<file path="src/rtl/gpio_in_debounce.sv">
// gpio_in_debounce: button synchroniser, debouncer and edge detector.
// Optional sticky press flags via `define GPIO_DEBOUNCE_STICKY_EN.
module gpio_in_debounce #(
    parameter int NumInputs      = 3,
    parameter int DebounceCycles = 6000
) (
    input  logic                 clk_i,
    input  logic                 rst_i,
    input  logic [NumInputs-1:0] btn_i,
    output logic [NumInputs-1:0] btn_o,
    output logic [NumInputs-1:0] rise_o,
    output logic [NumInputs-1:0] fall_o,
    input  logic [NumInputs-1:0] evt_clr_i,
    output logic [NumInputs-1:0] evt_o
);

    localparam int CntWidth = $clog2(DebounceCycles) + 1;
    localparam logic [CntWidth-1:0] CntMax = CntWidth'(DebounceCycles - 1);
    localparam logic [CntWidth-1:0] CntOne = CntWidth'(1);

    logic [NumInputs-1:0] s1;
    logic [NumInputs-1:0] s2;
    logic [CntWidth-1:0]  cnt [NumInputs];

    // two-flop synchroniser for the asynchronous button pins
    always_ff @(posedge clk_i) begin
        if (rst_i) begin
            s1 <= '0;
            s2 <= '0;
        end else begin
            s1 <= btn_i;
            s2 <= s1;
        end
    end

    // per-channel hold counter; a level is accepted after it persists
    always_ff @(posedge clk_i) begin
        if (rst_i) begin
            btn_o  <= '0;
            rise_o <= '0;
            fall_o <= '0;
            for (int i = 0; i < NumInputs; i++) begin
                cnt[i] <= '0;
            end
        end else begin
            rise_o <= '0;
            fall_o <= '0;
            for (int i = 0; i < NumInputs; i++) begin
                if (s2[i] == btn_o[i]) begin
                    cnt[i] <= '0;
                end else if (cnt[i] == CntMax) begin
                    btn_o[i]  <= s2[i];
                    rise_o[i] <= s2[i];
                    fall_o[i] <= ~s2[i];
                    cnt[i]    <= '0;
                end else begin
                    cnt[i] <= cnt[i] + CntOne;
                end
            end
        end
    end

`ifdef GPIO_DEBOUNCE_STICKY_EN
    logic [NumInputs-1:0] evt_q;

    // sticky flag set by a visible rise pulse; set beats a same-cycle clear
    always_ff @(posedge clk_i) begin
        if (rst_i) begin
            evt_q <= '0;
        end else begin
            evt_q <= rise_o | (evt_q & ~evt_clr_i);
        end
    end

    assign evt_o = evt_q;
`else
    logic unused_evt_clr;

    assign unused_evt_clr = ^evt_clr_i;
    assign evt_o          = '0;
`endif

endmodule

</file>
<file path="config.mk">
export PLATFORM = sky130hd
export DESIGN_NAME = gpio_in_debounce
export DESIGN_NICKNAME = d
export VERILOG_FILES = /design/src/rtl/gpio_in_debounce.sv
export SDC_FILE = /design/constraint.sdc
export NUM_CORES = 1
export LEC_CHECK = 0
export ABC_AREA = 0
export CORE_UTILIZATION = 40
export CTS_CLUSTER_SIZE = 40
export DETAILED_ROUTE_END_ITERATION = 7
export REMOVE_ABC_BUFFERS = 1
export SETUP_SLACK_MARGIN = 0.2
export SLEW_MARGIN = 40
export SYNTH_ARGS = -nofsm -noshare
export SYNTH_HDL_FRONTEND = slang
export SYNTH_SLANG_ARGS = --single-unit
export TNS_END_PERCENT = 1
</file>
<file path="constraint.sdc">
create_clock -name clk_i -period 3.7 [get_ports clk_i]
set_input_delay 0.74 -clock clk_i [delete_from_list [all_inputs] [get_ports clk_i]]
set_output_delay 0.74 -clock clk_i [all_outputs]
set_load 0.1 [all_outputs]
</file>
* Yosys cells after proc, flatten, opt, wreduce, memory -nomap -nowiden
Memory sizes are Yosys's and may differ from the RTL's.
Cells that the tools add are included.
** Storage, ports and cells
- Register bits :: 15
- Bits in writable memories :: 42
- Input bits :: 8
- Output and inout port bits :: 12
- Logic and storage cells :: 89
- Memories kept :: 1
** Cells by class
- $add $sub $neg :: 3
- Eq/ne operators :: 6
- Mux-type cells :: 44
- Bitwise gates (word level) :: 18
- Reduce and logical (&&, ||, !) cells :: 6
** Memory list
- cnt :: words 3, bits a word 14, read ports 3, clocked after Yosys merged registers in 0, write ports 3, line 23 : logic [CntWidth-1:0] cnt [NumInputs];
** Operators by type and width (number)
- 14-bit 2-to-1 mux :: 9
- 14-bit by 1-bit adder with 14-bit output (second input constant) :: 3
- 14-bit by 13-bit equality test with 1-bit output (second input constant) :: 3
- 1-bit 2-to-1 mux :: 35
- 1-bit inverter :: 9
- 1-bit OR :: 9
- 3-bit OR reduction :: 3
- 2-bit AND reduction :: 3
- 1-bit equality test :: 3

* Depth between registers and ports, before layout
Gate-level depths: netlist of the first run.
An unclocked memory read counts as a cell.
- Depth after elaboration :: 8
- Gate-level depth with buffers :: 7
- Depth with buffers taken out :: 5

* Worst setup path after synthesis of the first run
Ideal clock, no wire load.
- Path kind :: register to register
- Start point :: reg btn_o[2]
- End point :: mem cnt[2][10] (netlist bit) (data pin)
- Library setup time :: 138 ps
- Arrival :: 1836 ps
- Required time :: 3562 ps
- Setup slack :: 1726 ps
- Stages on the path, launching flop included :: 6
- Buffers on the path :: 1
- Clock period less this slack :: 1974 ps
- Path through :: dfxtp_1 nand2b_1 a21o_1 or2_2 buf_6 nor2_1
** RTL lines
- start, declared :: line 10 : output logic [NumInputs-1:0] btn_o,
- start signal, assigned by index :: line 52 : btn_o[i] <= s2[i];
- end, declared :: line 23

==> impl_metrics.env, run 1 <==
export IMPL_grt_usage_pct=13.7
export IMPL_r2r_start="cnt[0][4]"
export IMPL_die_y_um=85.0
export IMPL_drive_gt1_share_pct=8.39
export IMPL_crit_fanout=14
export IMPL_setup_worst_path_start="rst_i"
export IMPL_cts_buffer_depth=2
export IMPL_core_area_um2=6490
export IMPL_seq_area_frac_synth_pct=56.7
export IMPL_p_leak_nw=1.16
export IMPL_finalPower_mw=1.30
export IMPL_post_cts_buffers=0
export IMPL_dieArea_um2=7220
export IMPL_crit_slowest_cell="or3_1"
export IMPL_rrSetupSlack_ns=1.63
export IMPL_fin_crit_ns=2.15
export IMPL_io_pins=20
export IMPL_crit_path_max_incr_delay_ns=0.60
export IMPL_cp_start_kind="input port"
export IMPL_power_density_nw_per_um2=406
export IMPL_placed_area_um2=3030
export IMPL_clk_insertion_delay_late_ns=0.34
export IMPL_grt_max_degree=15
export IMPL_final_max_slew_viol_count=0
export IMPL_cp_buffers_inverters=2
export IMPL_antenna_found_initial=0
export IMPL_synth_most_common_cell="nor2_1"
export IMPL_root_buffer="clkbuf_8"
export IMPL_synth_area_leader_cell="edfxtp_1"
export IMPL_power_switching_share_pct=22.3
export IMPL_grt_ovfl_total=0
export IMPL_required_ns=3.88
export IMPL_yosys_warnings=0
export IMPL_r2r_end="cnt[0][13]"
export IMPL_hold_class="reg -> reg"
export IMPL_die_w_um=85.0
export IMPL_synth_common_cells="nor2_1, edfxtp_1, xnor2_1"
export IMPL_path_clk_slew_ns=0.06
export IMPL_synth_main_ff_cell="edfxtp_1"
export IMPL_initial_core_util_pct=42.4
export IMPL_nets=317
export IMPL_wl_per_cell_um=11.3
export IMPL_worstSetupEndpointType="register"
export IMPL_port_buffers=13
export IMPL_syn_avg_cell_area_um2=11.1
export IMPL_async_flop_share_pct=0
export IMPL_cp_depth=4
export IMPL_critical_path_class="in -> reg"
export IMPL_setup_tns_ns=0
export IMPL_gp_congestion=0.764
export IMPL_hold_viol_final=0
export IMPL_synth_cells=247
export IMPL_rsz0062_at_grt="false"
export IMPL_net_switching_power_mw=0.290
export IMPL_syn_to_final_growth_pct=16.3
export IMPL_worstSetupEndpoint="cnt[0][13]"
export IMPL_synth_edff_count=42
export IMPL_p_int_mw=1.01
export IMPL_hpwl_um=3070
export IMPL_numCtsBuffers=9
export IMPL_run_status="finished, final reports clean"
export IMPL_drt_pass1_iterations=6
export IMPL_synth_area_leaders="edfxtp_1, dfxtp_1, xnor2_1, nor2_1, xor2_1"
export IMPL_fp_row_count=29
export IMPL_crit_arrival_ns=2.33
export IMPL_path_cells="clkdlybuf4s50_1, buf_4, or3_1, nor2_1"
export IMPL_reg2regPathDepth=4
export IMPL_ir_drop_mv=0.208
export IMPL_antennaDiodeCount=0
export IMPL_post_route_period_util_pct=58.0
export IMPL_netlist_area_leader_share_pct=45.8
export IMPL_maxCapViolCount=0
export IMPL_fin_skew_ns=0.0106
export IMPL_num_vias=1782
export IMPL_hold_buffers=0
export IMPL_combPwrFrac_pct=4.8
export IMPL_grt_pass1_vias=1666
export IMPL_htreeDepth=3
export IMPL_grt_first_pass_wirelength_um=7500
export IMPL_syn_area_um2=2750
export IMPL_clkSinkCount=57
export IMPL_clock_power_share_pct=38.9
export IMPL_drtIter0Drc=81
export IMPL_drc_errors=0
export IMPL_ant_nets=0
export IMPL_wl_um=4380
export IMPL_synth_seq_cells=57
export IMPL_cpLargestDelayFamily="buffers and inverters"
export IMPL_max_freq_ghz=0.466
export IMPL_cts_resized=0
export IMPL_ys_types=34
export IMPL_cts_tree="built"
export IMPL_sequentialPowerShare_pct=56.3
export IMPL_via_per_inst=4.60
export IMPL_setup_viol=0
export IMPL_fin_area_um2=3200
## layout make-up
type,count,area [µm²]
Clock buffer,15,166
Fill cell,608,3290
Inverter,6,22.5
Multi-Input combinational cell,218,1260
Sequential cell,57,1560
Tap cell,77,96.3
Timing Repair Buffer,14,92.6
## power groups by stage
stage	Clock (mW)	Sequential (mW)	Combinational [mW]
final	0.505	0.732	0.0630
after global routing	0.550	0.736	0.0708
after detailed placement	0	0.745	0.0622
after CTS	0.517	0.732	0.0625
after floorplan	0	0.739	0.0506
after global placement	0	0.744	0.0622
## cell usage in the layout, fill, tap and decap left out, types with 2 or more instances in the layout
cell / count
and3_1: 3
and4_1: 5
buf_2: 9
clkbuf_1: 4
clkbuf_8: 11
clkdlybuf4s50_1: 4
conb_1: 45
dfxtp_1: 15
edfxtp_1: 42
ha_1: 3
inv_1: 6
mux2i_1: 3
nand2_1: 9
nand2b_1: 4
nand3_1: 11
nand4_1: 12
nand4b_1: 2
nor2_1: 53
nor2b_1: 6
nor3_1: 7
nor3b_1: 3
nor4b_1: 3
or3_1: 2
xnor2_1: 23
xor2_1: 15
## stage by stage
step | util (%) | hold slack [ns] | instances | worst slack [ns]
after global placement | 47.4 | 0.423 | 372 | 1.22
after global routing | 49.3 | 0.466 | 387 | 1.43
after detailed placement | 46.7 | 0.425 | 372 | 1.19
after floorplan | - | 0.414 | 281 | 1.78
after CTS | 49.3 | 0.439 | 387 | 1.54
final | 49.3 | 0.436 | 387 | 1.55
## flip-flops by register name, indices dropped and copies added (netlist names)
signal,flops
rise_o,3
btn_o,3
cnt,42
s2,3
fall_o,3
s1,3
## logic make-up after synthesis
kind of cell    share of synthesized area [%]
simple gates                             24.9
flops                                    56.7
xor+xnor                                 12.1
buf+inv                                  3.32
fa+ha+maj                                1.36
mux                                      1.09
other cells                             0.273
compound gates                          0.273
## per-layer routing
metal  GRT usage [%]  vias to the layer above  part of all wire (%)
li1                -                      932                     -
met1            17.8                      810                    50
met2            20.1                       26                    44
met3            3.50                       14                   2.9
met4            9.71                        0                   3.0
met5               0                        -                     0
## worst min-delay path by stage
stage / startpoint / end / cells after the start
6_report: s1[2] / s2[2] / 1
5_1_grt: s1[1] / s2[1] / 1
4_1_cts: s1[0] / s2[0] / 1
3_5_place_dp: s1[0] / s2[0] / 1
3_3_place_gp: s1[2] / s2[2] / 1
2_1_floorplan: s1[0] / s2[0] / 1
Note: power is estimated with default switching activity, not from simulation.
==> run 2: changes to the inputs <==
==> constraint.sdc (replaced) <==
create_clock -name clk_i -period 1.81 [get_ports clk_i]
set_input_delay 0.362 -clock clk_i [delete_from_list [all_inputs] [get_ports clk_i]]
set_output_delay 0.362 -clock clk_i [all_outputs]
set_load 0.1 [all_outputs]
==> run 2 against run 1 <==
  * Sequential power rose by 100%
  * Flip-flop and latch count did not move
  * Clock power rose by 120%
  * Clock skew fell by 0.0030 ns
  * Sequential share of layout area fell by 5.5 points
  * Count of clock-buffer cells in the layout fell by 3
  * Worst setup slack got worse by 1.4 ns
  * Core utilization rose by 6.2 points
  * Highest routed layer unchanged
==> impl_metrics.env, run 2 (synthesis gave the netlist of run 1 again) <==
export IMPL_instances_no_fill=415
export IMPL_io_pins=20
export IMPL_cp_depth=6
export IMPL_dieArea_um2=7220
export IMPL_core_area_um2=6490
export IMPL_clkSinkCount=57
export IMPL_wl_per_cell_um=11.7
export IMPL_grt_usage_pct=14.8
export IMPL_largest_reg_flops=42
export IMPL_die_w_um=85.0
export IMPL_drc_errors=0
export IMPL_fp_row_count=29
export IMPL_htreeDepth=3
export IMPL_drtIter0Drc=95
export IMPL_port_buffers=13
export IMPL_max_freq_ghz=0.623
export IMPL_grt_pass1_vias=1803
export IMPL_hold_viol_final=0
export IMPL_grt_first_pass_wirelength_um=8060
export IMPL_setup_viol=0
export IMPL_die_y_um=85.0
export IMPL_cp_start_kind="register"
export IMPL_hpwl_um=3360
export IMPL_wl_um=4840
export IMPL_crit_slowest_cell="edfxtp_1"
export IMPL_final_max_slew_viol_count=0
export IMPL_drive_gt1_share_pct=18.0
export IMPL_num_vias=1897
export IMPL_antennaDiodeCount=0
export IMPL_antenna_found_initial=0
export IMPL_clk_insertion_delay_late_ns=0.32
export IMPL_syn_to_final_growth_pct=30.9
export IMPL_fin_crit_ns=1.61
export IMPL_final_common_cell="nor2_1"
export IMPL_cpLargestDelayFamily="simple AND/OR/NAND/NOR gates"
export IMPL_initial_core_util_pct=42.4
export IMPL_critical_path_class="reg -> reg"
export IMPL_reg2regPathDepth=6
export IMPL_worstSetupEndpointType="register"
export IMPL_via_per_inst=4.57
export IMPL_path_clk_slew_ns=0.06
export IMPL_maxCapViolCount=0
export IMPL_crit_fanout=5
export IMPL_cp_buffers_inverters=1
export IMPL_p_leak_nw=1.33
export IMPL_post_route_period_util_pct=88.7
export IMPL_gp_congestion=0.756
export IMPL_fin_skew_ns=0.00759
export IMPL_whs_path_depth=1
export IMPL_regMostFlops="cnt"
export IMPL_crit_path_max_incr_delay_ns=0.39
export IMPL_final_cell_mix="nor2_1, conb_1, edfxtp_1"
export IMPL_nets=344
export IMPL_ant_nets=0
export IMPL_placedCellCount=393
export IMPL_numCtsBuffers=9
export IMPL_run_status="finished, final reports clean"
export IMPL_ir_drop_mv=0.345
export IMPL_crit_arrival_ns=1.68
export IMPL_grt_ovfl_total=0
export IMPL_timing_final_ws_setup_ns=0.204
export IMPL_finalPower_mw=2.76
export IMPL_drt_pass1_iterations=7
export IMPL_hold_class="reg -> reg"
export IMPL_whs_ns=0.433
export IMPL_fill_cells=584
export IMPL_power_density_nw_per_um2=765
export IMPL_path_cells="ha_2, nand3_4, nor4_4, or3_4, buf_4, nor2_1"
export IMPL_cts_tree="built"
export IMPL_required_ns=1.88
export IMPL_cts_buffer_depth=2
export IMPL_grt_max_degree=10
export IMPL_root_buffer="clkbuf_8"
export IMPL_post_place_ws_ns=-0.00936
export IMPL_rsz0062_at_grt="true"
-- run 2: per-layer routing --
layer  wire [µm]  track usage (%)  up-vias
li1            -                -      987
met1        2330             20.4      871
met2        2270             21.2       35
met3         194             5.06        4
met4          45             6.32        0
met5           0                0        -
-- run 2: worst register-to-register path, cell delays in order, from the launching register on --
cell      delay [ns]
edfxtp_1        0.39
ha_2            0.23
nand3_4         0.09
nor4_4          0.30
or3_4           0.18
buf_4           0.13
nor2_1          0.05
-- run 2: final timing paths --
| kind | from | to | slack, ns |
|---|---|---|---|
| max | cnt[0][0] | cnt[0][10] | 0.20 |
| min | s1[1] | s2[1] | 0.43 |
| max reg2reg | cnt[0][0] | cnt[0][10] | 0.20 |
| min reg2reg | s1[1] | s2[1] | 0.43 |
-- run 2: area by class of cell --
class,instances,area (µm²),share of cell area [%]
sequential,57,1560,43.3
multi-input combinational,219,1320,36.7
timing repair buffer,40,423,11.7
clock buffer,12,135,3.75
tap,77,96.3,2.67
clock inverter,4,43.8,1.22
inverter,6,22.5,0.625
-- run 2: per-stage QoR --
stage	TNS (ns)	util [%]	cell area, µm²
global route	0	55.5	3600
global placement	0	51.2	3330
finish	0	55.5	3600
CTS	0	54.4	3530
detailed placement	-0.0421	51.2	3330
floorplan	-2.31	-	2850
-- run 2: what timing repair did --
action | 4_1_cts | 5_1_grt
hold buffers | 0 | 0
buffers inserted | 0 | 5
cloned | 1 | 0
gates resized for setup | 5 | 8
pin swaps | 2 | 5
endpoints found under the setup margin | 44 | 47
-- run 2: report_power, final --
| group | total (mW) | internal, mW | switching (mW) | leakage, nW |
|---|---|---|---|---|
| Sequential | 1.49 | 1.45 | 0.0416 | 0.555 |
| Clock | 1.10 | 0.628 | 0.472 | 0.0918 |
| Combinational | 0.167 | 0.0711 | 0.0964 | 0.678 |
| Total | 2.76 | 2.15 | 0.610 | 1.33 |
==> run 3: changes to the inputs <==
--- a/config.mk
+++ b/config.mk
@@ -9,6 +9,7 @@
 export CORE_UTILIZATION = 40
 export CTS_CLUSTER_SIZE = 40
 export DETAILED_ROUTE_END_ITERATION = 7
+export GPL_ROUTABILITY_DRIVEN = 0
 export REMOVE_ABC_BUFFERS = 1
 export SETUP_SLACK_MARGIN = 0.2
 export SLEW_MARGIN = 40
==> results of run 3 <==
The final DEF is identical to that of run 2; final timing and power are the same.
